[src/rtl/fib_uart_tx.sv]
// Samples the Fibonacci generator's quasi-static output bus and accepts each new stable value.
// Each accepted value goes out as one 8N1 UART frame on tx. Values lost to overrun are counted.
module fib_uart_tx #(
    parameter logic [15:0] CLK_PER_BIT   = 16'd868,
    parameter logic [7:0]  STABLE_CYCLES = 8'd4
) (
    input  logic       clk,
    input  logic       reset,
    input  logic [7:0] din,
    output logic       tx,
    output logic       busy,
    output logic [7:0] overrun_cnt
);
    typedef enum logic [1:0] {IDLE, START, DATA, STOP} state_t;

    localparam logic [7:0]  STABLE_LAST = STABLE_CYCLES - 8'd1;
    localparam logic [15:0] BIT_LAST    = CLK_PER_BIT - 16'd1;

    logic [7:0]  r_d1, r_d2, r_stable_cnt, r_last, r_pending, r_shreg, r_overrun;
    logic        r_first, r_pending_valid, r_tx, r_busy;
    logic [15:0] r_bit_cnt;
    logic [2:0]  r_idx;
    state_t      r_state;

    state_t      w_state_nxt;
    logic [15:0] w_bit_cnt_nxt;
    logic [2:0]  w_idx_nxt;
    logic [7:0]  w_shreg_nxt;
    logic        w_tx_nxt, w_load, w_accept, w_pending_valid_nxt, w_bit_done;

    // Two-flop sampling plus a run-length counter on the sampled bus.
    always_ff @(posedge clk or negedge reset) begin
        if (!reset) begin
            r_d1         <= 8'd0;
            r_d2         <= 8'd0;
            r_stable_cnt <= 8'd0;
            r_first      <= 1'b1;
        end else begin
            // NOTE: non-blocking assignments keep r_d2 loading the old r_d1, not the new one.
            r_d1 <= din;
            r_d2 <= r_d1;
            if (r_d1 != r_d2)
                r_stable_cnt <= 8'd0;
            else if (r_stable_cnt != STABLE_CYCLES)
                r_stable_cnt <= r_stable_cnt + 8'd1;
            if (w_accept)
                r_first <= 1'b0;
        end
    end

    assign w_accept = (r_d1 == r_d2) && (r_stable_cnt == STABLE_LAST) &&
                      (r_first || (r_d2 != r_last));

    // NOTE: no reset here on purpose; r_first and r_pending_valid mask these until first written.
    always_ff @(posedge clk) begin
        if (w_accept) begin
            r_last    <= r_d2;
            r_pending <= r_d2;
        end
    end

    // A load in the same cycle as an accept frees the slot, so that is not an overrun.
    assign w_pending_valid_nxt = w_accept ? 1'b1 : (w_load ? 1'b0 : r_pending_valid);

    always_ff @(posedge clk or negedge reset) begin
        if (!reset) begin
            r_pending_valid <= 1'b0;
            r_overrun       <= 8'd0;
        end else begin
            r_pending_valid <= w_pending_valid_nxt;
            if (w_accept && r_pending_valid && !w_load && (r_overrun != 8'hFF))
                r_overrun <= r_overrun + 8'd1;
        end
    end

    always_ff @(posedge clk or negedge reset) begin
        if (!reset) begin
            r_state   <= IDLE;
            r_bit_cnt <= 16'd0;
            r_idx     <= 3'd0;
            r_shreg   <= 8'd0;
            r_tx      <= 1'b1;
            r_busy    <= 1'b0;
        end else begin
            r_state   <= w_state_nxt;
            r_bit_cnt <= w_bit_cnt_nxt;
            r_idx     <= w_idx_nxt;
            r_shreg   <= w_shreg_nxt;
            r_tx      <= w_tx_nxt;
            r_busy    <= (w_state_nxt != IDLE) || w_pending_valid_nxt;
        end
    end

    assign w_bit_done = (r_bit_cnt == BIT_LAST);

    always_comb begin
        // NOTE: every output gets a default first so no path leaves one unassigned (no latches).
        w_state_nxt   = r_state;
        w_bit_cnt_nxt = r_bit_cnt + 16'd1;
        w_idx_nxt     = r_idx;
        w_shreg_nxt   = r_shreg;
        w_tx_nxt      = r_tx;
        w_load        = 1'b0;
        case (r_state)
            IDLE: begin
                w_tx_nxt      = 1'b1;
                w_bit_cnt_nxt = 16'd0;
                if (r_pending_valid) begin
                    w_load      = 1'b1;
                    w_shreg_nxt = r_pending;
                    w_tx_nxt    = 1'b0;
                    w_state_nxt = START;
                end
            end
            START: begin
                if (w_bit_done) begin
                    w_bit_cnt_nxt = 16'd0;
                    w_tx_nxt      = r_shreg[0];
                    w_idx_nxt     = 3'd0;
                    w_state_nxt   = DATA;
                end
            end
            DATA: begin
                // The shift register keeps the bit on the line at position 0.
                if (w_bit_done) begin
                    w_bit_cnt_nxt = 16'd0;
                    if (r_idx == 3'd7) begin
                        w_tx_nxt    = 1'b1;
                        w_state_nxt = STOP;
                    end else begin
                        w_idx_nxt   = r_idx + 3'd1;
                        w_shreg_nxt = {1'b0, r_shreg[7:1]};
                        w_tx_nxt    = r_shreg[1];
                    end
                end
            end
            STOP: begin
                if (w_bit_done) begin
                    w_bit_cnt_nxt = 16'd0;
                    w_state_nxt   = IDLE;
                end
            end
            default: w_state_nxt = IDLE;
        endcase
    end

    assign tx          = r_tx;
    assign busy        = r_busy;
    assign overrun_cnt = r_overrun;

endmodule

[config.mk]
export PLATFORM = sky130hd
export DESIGN_NAME = fib_uart_tx
export DESIGN_NICKNAME = d
export VERILOG_FILES = /design/src/rtl/fib_uart_tx.sv
export SDC_FILE = /design/constraint.sdc
export NUM_CORES = 1
export LEC_CHECK = 0
export CORE_MARGIN = 3
export CORE_UTILIZATION = 50
export DETAILED_ROUTE_END_ITERATION = 6
export HOLD_SLACK_MARGIN = 0.06
export PLACE_DENSITY = 0.69
export RECOVER_POWER = 50
export SETUP_SLACK_MARGIN = 0.2
export SLEW_MARGIN = 20
export SYNTH_ARGS = -nofsm -noshare
export SYNTH_HDL_FRONTEND = slang
export SYNTH_SLANG_ARGS = --single-unit
export TNS_END_PERCENT = 1
[constraint.sdc]
create_clock -name clk -period 2.9 [get_ports clk]
set_input_delay 0.58 -clock clk [delete_from_list [all_inputs] [get_ports clk]]
set_output_delay 0.58 -clock clk [all_outputs]
set_load 0.03 [all_outputs]
==> flow_summary_export.csv, run 1 <==
group,metric,value,unit
worst_setup_path,arrival,2410,ps
pwr,p_total,0.00184,W
grt,grt_overflow,0,
floorplan,core_area,0.00649,sq mm
pwr,pwr_density_cell,475,mW/mm^2
layout,fin_area,0.00387,sq mm
clock_tree,cts_hold_buffers,0,
floorplan,pin_count,20,
worst_setup_path,crit_type,"reg2reg",
worst_setup_path,critical_path.max_fanout,8,
clock_tree,clockRootBuffer,"clkbuf_8",
layout,layout-drive-gt1-share,0.169,
yosys,yosysTopAreaCell,"dfrtp_1",
pwr,switching_share,0.247,
sta,max_clock_freq,459,MHz
layout,num-nets-final,329,
sta,min_period_over_period,0.751,
detailed_routing,drt_wl_total,5640,microns
pwr,p_int,0.00139,W
sta,rsz0062_at_grt,"no",
sta,finalHoldViolations,0,
placement,place.gp.congestion,0.809,
pwr,combPwrFrac,0.024,
pwr,power.share.clock,0.403,
yosys,ys_seq_elements,73,
layout,layout.cells.most_common_list,"63 x dfrtp_1, 30 x nor2_1, 28 x xor2_1",
sta,worst_pin_slew,1560,ps
run,cap_violations,1,
clock_tree,clk_pin_slew,90,ps
status,status,"finished, violations left",
clock_tree,clk_path_buf_depth,2,
sta,min_period,2180,ps
detailed_routing,vias,2109,
detailed_routing,drt_pass1_iterations,4,
clock_tree,htree_num_levels,3,
floorplan,die_area,0.00788,sq mm
grt,grt_pass1_wl,9760,microns
yosys,synth.avg_cell_area,12.1,sq um
detailed_routing,route.detailed.drc,0,
yosys,ys_top_cells_by_area,"dfrtp_1 46%, xor2_1 7.2%, edfxtp_1 7.0%",
yosys,synth_area,0.00343,sq mm
pwr,p_seq_frac,0.573,
hold_path,hp-class,"reg2reg",
yosys,yosys_warnings,0,
clock_tree,clock-sinks,73,
worst_setup_path,ff2ff_setup_slack,720,ps
clock_tree,cts_tree,"built",
grt,antenna_found_initial,0,
grt,grt_max_degree,66,
yosys,async_reset_ff_frac,0.890,
detailed_routing,avgViaCountPerCell,5.41,
sta,slew_headroom,-0.0372,
yosys,seq_area_frac_synth,0.546,
placement,dpl.hpwl,3890,microns
layout,layout_commonest_cell,"dfrtp_1",
sta,setup_tns,0,ps
sta,skew,8.35,ps
detailed_routing,ant_nets,0,
detailed_routing,drtIter0Drc,122,
sta,fin_hold_ws,399,ps
grt,grt_usage,0.162,
grt,grt_pass1_vias,2129,
placement,port_buffers,19,
layout,final_util,0.596,
floorplan,fp-row-count,29,
pwr,p_sw,0.000454,W
yosys,synth_top_area_share,0.460,
detailed_routing,avgRoutedWirePerCell,14.5,microns
yosys,syn_inst,282,
yosys,synth-edff-count,8,
pwr,p_leak,1.63,nW
yosys,syn_nets,303,
layout,diodes,0,
pwr,vdd_drop_max,0.000248,V
worst_setup_path,cp-start-kind,"flip-flop",
yosys,ys_types,48,
floorplan,initial_utilization,0.527,
layout,synthToLayoutAreaGrowth,13.0,%
clock_tree,post_cts_resized,0,
sta,finalMaxSlewViolations,66,
floorplan,die_h,88.8,microns
clock_tree,cts_setup_buffers,0,
status,violations,"capacitance limit, slew limit",
placement,place_area,0.00369,sq mm
sta,setup_viol,0,
floorplan,fp.dieW,88.8,microns
clock_tree,clkLatencyLatePin,340,ps
worst_setup_path,crit_required,3130,ps
worst_setup_path,end_kind,"flip-flop",
layout,nFillCells,529,
yosys,synth_ff_type,"dfrtp_1",
clock_tree,cts_buffers,9,
cells in the mapped netlist, types with 3 or more instances:
master / count
a21oi_1: 3
a22o_1: 4
and3_1: 7
dfrtp_1: 63
edfxtp_1: 8
ha_1: 11
inv_1: 7
mux2_2: 17
nand2_1: 13
nand2b_1: 7
nand3_1: 12
nand4_1: 5
nor2_1: 30
nor3_1: 5
nor4_2: 3
o21ai_0: 5
or3_1: 5
xnor2_1: 14
xor2_1: 28
cells by family after synthesis:
| logic type | share of synthesized area |
|---|---|
| AND/OR/NAND/NOR | 0.188 |
| buffers and inverters | 0.0168 |
| AO/OA/AOI/OAI | 0.0464 |
| multiplexers | 0.0559 |
| flip-flops | 0.546 |
| adder cells (fa/ha/maj) | 0.0402 |
| XOR/XNOR | 0.107 |
critical path: stages (launching register included):
cell,delay (ps)
dfrtp_1,430
inv_1,110
ha_1,290
nand2b_1,210
a31o_2,250
nor2_1,180
or4b_1,470
xnor2_1,140
stage by stage:
| stage | setup WS, ps | std cells |
|---|---|---|
| 2_1_floorplan | 851 | 282 |
| 3_3_place_gp | 792 | 374 |
| 3_5_place_dp | 737 | 374 |
| 4_1_cts | 711 | 390 |
| 5_1_grt | 596 | 390 |
| 6_report | 723 | 390 |
metal layers:
metal  up-vias  wire length, microns  GRT usage
met1      1024                  2760      0.229
li1       1038                     -          -
met3        10                   182     0.0279
met4         0                   106     0.0783
met2        37                  2600      0.244
met5         -                     0          0
sequential cells by signal, summed over array words and instances (netlist names), 2 cells and up:
register      cells
r_d1              8
r_bit_cnt        16
r_idx             3
r_stable_cnt      8
r_state           2
overrun_cnt       8
r_shreg           8
r_d2              8
r_pending         8
final timing paths:
kind / start / to / depth (start not counted)
worst max-delay path: r_state[1]$_DFF_PN0_ / overrun_cnt[6]$_DFFE_PN0P_ / 7
worst min register to register: r_d1[3]$_DFF_PN0_ / r_d2[3]$_DFF_PN0_ / 0
worst min-delay path: r_d1[3]$_DFF_PN0_ / r_d2[3]$_DFF_PN0_ / 0
worst max register to register: r_state[1]$_DFF_PN0_ / overrun_cnt[6]$_DFFE_PN0P_ / 7
max in group asynchronous: reset / overrun_cnt[7]$_DFFE_PN0P_ / 2
min in group asynchronous: reset / r_bit_cnt[13]$_DFF_PN0_ / 2
layout make-up:
class                      count  area, sq um  area share
timing repair buffer          21          198      0.0511
inverter                       7         26.3     0.00679
multi-input combinational    196         1500       0.387
clock buffer                   9          124      0.0320
sequential                    73         1870       0.483
clock inverter                 7         60.1      0.0155
tap                           77         96.3      0.0249
power by group through the flow:
stage / Combinational [W] / Sequential, W / Clock [W]
2_1_floorplan: 0.0000171 / 0.00107 / 0
3_3_place_gp: 0.0000496 / 0.00107 / 0
3_5_place_dp: 0.0000496 / 0.00108 / 0
4_1_cts: 0.0000497 / 0.00105 / 0.000767
5_1_grt: 0.0000506 / 0.00106 / 0.000809
6_report: 0.0000445 / 0.00105 / 0.000742
(Power assumes the default switching activity.)
==> run 2: changes to the inputs <==
==> constraint.sdc (replaced) <==
create_clock -name clk -period 2.2 [get_ports clk]
set_input_delay 0.44 -clock clk [delete_from_list [all_inputs] [get_ports clk]]
set_output_delay 0.44 -clock clk [all_outputs]
set_load 0.03 [all_outputs]
==> flow_summary_export.csv, run 2 (synthesis results as in run 1) <==
group,metric,value,unit
worst_setup_path,reg2reg_to,"overrun_cnt[6]$_DFFE_PN0P_",
layout,layout.cells.most_common_list,"63 x dfrtp_1, 29 x nor2_1, 28 x xor2_1",
layout,diodes,0,
status,status,"completed",
layout,largest_register,"r_bit_cnt",
clock_tree,htree_num_levels,3,
sta,min_period,1970,ps
clock_tree,clockRootBuffer,"clkbuf_8",
pwr,p_total,0.00250,W
worst_setup_path,path_depth,1,
worst_setup_path,arrival,1530,ps
layout,fin_area,0.00410,sq mm
placement,dpl.hpwl,3970,microns
grt,grt_max_degree,50,
worst_setup_path,crit_chain,"clkdlybuf4s50_1",
worst_setup_path,rr_startpoint,"r_d2[2]$_DFF_PN0_",
worst_setup_path,path_delay_family,"buffers and inverters",
worst_setup_path,crit_type,"reg2out",
placement,port_buffers,19,
sta,worst_pin_slew,987,ps
layout,synthToLayoutAreaGrowth,19.8,%
grt,grt_pass1_wl,9790,microns
layout,layout_commonest_cell,"dfrtp_1",
clock_tree,clk_pin_slew,90,ps
detailed_routing,ant_nets,0,
worst_setup_path,ff2ff_setup_slack,240,ps
worst_setup_path,cp-start-kind,"flip-flop",
detailed_routing,vias,2174,
clock_tree,cts_tree,"built",
detailed_routing,route.detailed.drc,0,
grt,grt_pass1_vias,2110,
clock_tree,clk_path_buf_depth,2,
sta,min_period_over_period,0.896,
detailed_routing,drtIter0Drc,69,
worst_setup_path,end_kind,"primary output",
detailed_routing,drt_wl_total,5870,microns
floorplan,fp-row-count,29,
clock_tree,cts_buffers,9,
layout,num-nets-final,347,
worst_setup_path,worst_path_largest_cell_delay,660,ps
sta,finalMaxSlewViolations,0,
sta,skew,13.3,ps
floorplan,die_h,88.8,microns
grt,antenna_found_initial,0,
pwr,vdd_drop_max,0.000488,V
worst_setup_path,crit_path_end,"tx",
floorplan,initial_utilization,0.527,
floorplan,pin_count,20,
sta,max_clock_freq,508,MHz
sta,finalHoldViolations,0,
sta,setup_tns,0,ps
pwr,p_leak,1.74,nW
floorplan,fp.dieW,88.8,microns
grt,grt_overflow,0,
pwr,pwr_density_cell,610,mW/mm^2
layout,largest_reg_flops,16,
placement,place_area,0.00374,sq mm
worst_setup_path,crit_start,"tx$_DFFE_PN1P_",
run,cap_violations,0,
sta,setup_viol,0,
sta,rsz0062_at_grt,"yes",
worst_setup_path,ff2ff_path_depth,6,
detailed_routing,avgViaCountPerCell,5.33,
worst_setup_path,critical_path.slowest_cell,"clkdlybuf4s50_1",
layout,layout-drive-gt1-share,0.224,
detailed_routing,avgRoutedWirePerCell,14.4,microns
clock_tree,clkLatencyLatePin,350,ps
floorplan,die_area,0.00788,sq mm
worst_setup_path,crit_required,1760,ps
detailed_routing,drt_pass1_iterations,4,
clock_tree,clock-sinks,73,
worst_setup_path,path_buf_inv,1,
worst_setup_path,critical_path.max_fanout,2,
sta,slew_headroom,0.342,
floorplan,core_area,0.00649,sq mm
placement,place.gp.congestion,0.783,
hold_path,hp-class,"reg2reg",
grt,grt_usage,0.163,
[run 2: cell count changes in the layout (fill, tap and decap cells not counted), sizes merged]
cell	previous run	this run
clkbuf	10	11
buf	2	19
dlygate4sd3	8	9
inv	11	10
[run 2: final cells by class]
| type | instances | area [sq um] |
|---|---|---|
| Fill cell | 485 | 2390 |
| Sequential cell | 73 | 1870 |
| Multi-Input combinational cell | 196 | 1540 |
| Timing Repair Buffer | 39 | 365 |
| Clock buffer | 10 | 149 |
| Tap cell | 77 | 96.3 |
| Clock inverter | 6 | 56.3 |
| Inverter | 7 | 26.3 |
[run 2: how the worst min path moves through the flow]
stage                            from  cells after the start  slack [ps]                 to
floorplan                       reset                      0         140     busy$_DFF_PN0_
global placement    r_d1[2]$_DFF_PN0_                      0         380  r_d2[2]$_DFF_PN0_
detailed placement  r_d1[0]$_DFF_PN0_                      0         380  r_d2[0]$_DFF_PN0_
CTS                 r_d1[6]$_DFF_PN0_                      0         400  r_d2[6]$_DFF_PN0_
global route        r_d1[5]$_DFF_PN0_                      0         420  r_d2[5]$_DFF_PN0_
finish              r_d1[6]$_DFF_PN0_                      0         400  r_d2[6]$_DFF_PN0_
[run 2: stage by stage]
| stage | hold WS (ps) | std cells | utilization | setup WS, ps |
|---|---|---|---|---|
| detailed placement | 382 | 378 | 0.576 | 172 |
| floorplan | 144 | 282 | - | 154 |
| global placement | 379 | 378 | 0.576 | 163 |
| global route | 417 | 408 | 0.632 | 154 |
| finish | 399 | 408 | 0.632 | 230 |
| CTS | 404 | 395 | 0.609 | 185 |
[run 2: power breakdown]
| group | switching, W | total [W] | leakage [nW] | internal, W |
|---|---|---|---|---|
| clock network | 0.000549 | 0.00105 | 0.102 | 0.000501 |
| logic | 0.0000365 | 0.0000646 | 0.704 | 0.0000281 |
| registers | 0.0000143 | 0.00139 | 0.936 | 0.00138 |
[run 2: metal layers]
| layer | global-route usage | wire length, microns | up-vias |
|---|---|---|---|
| li1 | - | - | 1071 |
| met1 | 0.220 | 2850 | 1064 |
| met2 | 0.243 | 2720 | 31 |
| met3 | 0.0596 | 209 | 8 |
| met4 | 0.0549 | 87 | 0 |
| met5 | 0 | 0 | - |
[run 2: repair_timing]
item | 4_1_cts | 5_1_grt
hold endpoints to repair | 15 | 0
cloned | 0 | 0
pin swaps | 0 | 6
buffers inserted | 0 | 13
gates resized for setup | 1 | 8
hold buffers | 1 | 0
endpoints found under the setup margin | 9 | 22
==> run 3: changes to the inputs <==
--- a/config.mk
+++ b/config.mk
@@ -9,9 +9,10 @@
 export CORE_UTILIZATION = 50
 export DETAILED_ROUTE_END_ITERATION = 6
 export HOLD_SLACK_MARGIN = 0.06
-export PLACE_DENSITY = 0.69
-export RECOVER_POWER = 50
+export PLACE_DENSITY_LB_ADDON = 0.08
+export RECOVER_POWER = 25
 export SETUP_SLACK_MARGIN = 0.2
+export SKIP_CTS_REPAIR_TIMING = 1
 export SLEW_MARGIN = 20
 export SYNTH_ARGS = -nofsm -noshare
 export SYNTH_HDL_FRONTEND = slang
==> flow_summary_export.csv, run 3 (synthesis results as in run 1) <==
group,metric,value,unit
status,status,"completed",
layout,layout.cells.most_common_list,"63 x dfrtp_1, 29 x nor2_1, 28 x xor2_1",
sta,setup_tns,0,ps
sta,skew,6.74,ps
layout,fin_area,0.00406,sq mm
grt,antenna_found_initial,0,
clock_tree,htree_num_levels,3,
detailed_routing,wl_met1,2950,microns
clock_tree,clockRootBuffer,"clkbuf_8",
detailed_routing,wl_met3,252,microns
floorplan,die_area,0.00788,sq mm
clock_tree,cts_buffers,9,
clock_tree,cts_tree,"built",
placement,port_buffers,19,
detailed_routing,vias,2123,
floorplan,pin_count,20,
detailed_routing,ant_nets,0,
worst_setup_path,arrival,2210,ps
clock_tree,clk_path_buf_depth,2,
floorplan,fp-row-count,29,
layout,multiInputGateArea,0.00154,sq mm
detailed_routing,drt_pass1_iterations,4,
layout,layout_commonest_cell,"dfrtp_1",
grt,grt_usage,0.168,
sta,rsz0062_at_grt,"yes",
layout,final_cells,408,
run,cap_violations,0,
detailed_routing,drt_wl_total,5910,microns
pwr,p_sw,0.000585,W
worst_setup_path,crit_required,2440,ps
detailed_routing,route.detailed.drc,0,
pwr,power.share.clock,0.424,
layout,largest_register,"r_bit_cnt",
floorplan,core_area,0.00649,sq mm
sta,finalHoldViolations,0,
placement,dpl.hpwl,4040,microns
pwr,combPwrFrac,0.024,
detailed_routing,drtIter0Drc,72,
layout,num-nets-final,347,
layout,layout-drive-gt1-share,0.224,
hold_path,hp-class,"in2async",
pwr,p_leak,1.71,nW
pwr,switching_share,0.232,
sta,slew_headroom,0.144,
floorplan,fp.dieW,88.8,microns
sta,max_clock_freq,508,MHz
sta,worst_pin_slew,1280,ps
pwr,pwr_density_cell,620,mW/mm^2
worst_setup_path,crit_type,"reg2reg",
worst_setup_path,critical_path.max_fanout,4,
layout,regArea,0.00187,sq mm
placement,placedCellCount,382,
placement,place_area,0.00376,sq mm
grt,grt_max_degree,42,
detailed_routing,avgViaCountPerCell,5.20,
detailed_routing,top_layer,"met4",
layout,nFillCells,528,
floorplan,die_h,88.8,microns
sta,setup_viol,0,
sta,min_period_over_period,0.894,
layout,diodes,0,
grt,grt_overflow,0,
grt,grt_pass1_vias,2131,
detailed_routing,met2RoutedLength,2650,microns
floorplan,initial_utilization,0.527,
pwr,vdd_drop_max,0.000472,V
pwr,p_seq_frac,0.552,
placement,place.gp.congestion,0.778,
worst_setup_path,cp-start-kind,"flip-flop",
layout,largest_reg_flops,16,
clock_tree,clock-sinks,73,
worst_setup_path,end_kind,"flip-flop",
clock_tree,clk_pin_slew,80,ps
grt,grt_pass1_wl,10000,microns
sta,finalMaxSlewViolations,0,
sta,min_period,1970,ps
clock_tree,clkLatencyLatePin,350,ps
detailed_routing,avgRoutedWirePerCell,14.5,microns
pwr,p_int,0.00193,W
layout,synthToLayoutAreaGrowth,18.5,%
run 3: cell count changes in the layout (fill, tap and decap cells not counted), sizes merged:
cell           previous run  this run
clkinvlp                  1         2
clkinv                    2         3
dlymetal6s2s              0         1
buf                      19        18
nand4                     6         7
clkdlybuf4s50            10        12
inv                      10         8
bufinv                    0         1
dlygate4sd3               9         5
run 3: power by group through the flow:
stage                     Combinational [W]  Clock, W  Sequential (W)
after floorplan                   0.0000225         0         0.00141
after global placement            0.0000665         0         0.00142
after detailed placement          0.0000675         0         0.00142
after CTS                         0.0000678   0.00110         0.00139
after global routing              0.0000705   0.00116         0.00139
final                             0.0000609   0.00107         0.00139
run 3: stage by stage:
stage | utilization | hold WS (ps) | total power (W) | setup slack [ps]
final | 0.625 | 330 | 0.00252 | 233
after global routing | 0.625 | 420 | 0.00262 | 136
after CTS | 0.610 | 73.8 | 0.00255 | 150
after detailed placement | 0.578 | 383 | 0.00149 | 166
after global placement | 0.578 | 376 | 0.00148 | 223
after floorplan | - | 144 | 0.00144 | 154
run 3: path summary, 6_finish.rpt:
check / end / cells after the start / from / slack [ps]
max in group asynchronous: r_pending_valid$_DFF_PN0_ / 2 / reset / 1000
min reg2reg: r_d2[6]$_DFF_PN0_ / 0 / r_d1[6]$_DFF_PN0_ / 400
max: overrun_cnt[6]$_DFFE_PN0P_ / 7 / r_state[1]$_DFF_PN0_ / 230
max reg2reg: overrun_cnt[6]$_DFFE_PN0P_ / 7 / r_state[1]$_DFF_PN0_ / 230
min in group clk: r_d2[6]$_DFF_PN0_ / 0 / r_d1[6]$_DFF_PN0_ / 400
min: r_bit_cnt[2]$_DFF_PN0_ / 2 / reset / 330
run 3: layout make-up:
class / instances / area share
Clock buffer: 9 / 0.0305
Sequential cell: 73 / 0.460
Tap cell: 77 / 0.0237
Clock inverter: 7 / 0.0197
Multi-Input combinational cell: 197 / 0.379
Timing Repair Buffer: 38 / 0.0798
Inverter: 7 / 0.00647
run 3: critical path, cell delays in order (launching register included):
cell and delay [ps]:
dfrtp_1 400, inv_1 100, ha_1 190, nand2b_1 170, a31o_2 280, nor2_4 110
or4b_1 460, xnor2_1 140
run 3: per-layer routing:
layer,vias to the layer above,global-route usage
met4,0,0.0536
met3,7,0.0577
met2,31,0.238
met1,1003,0.241
li1,1082,-
met5,-,0
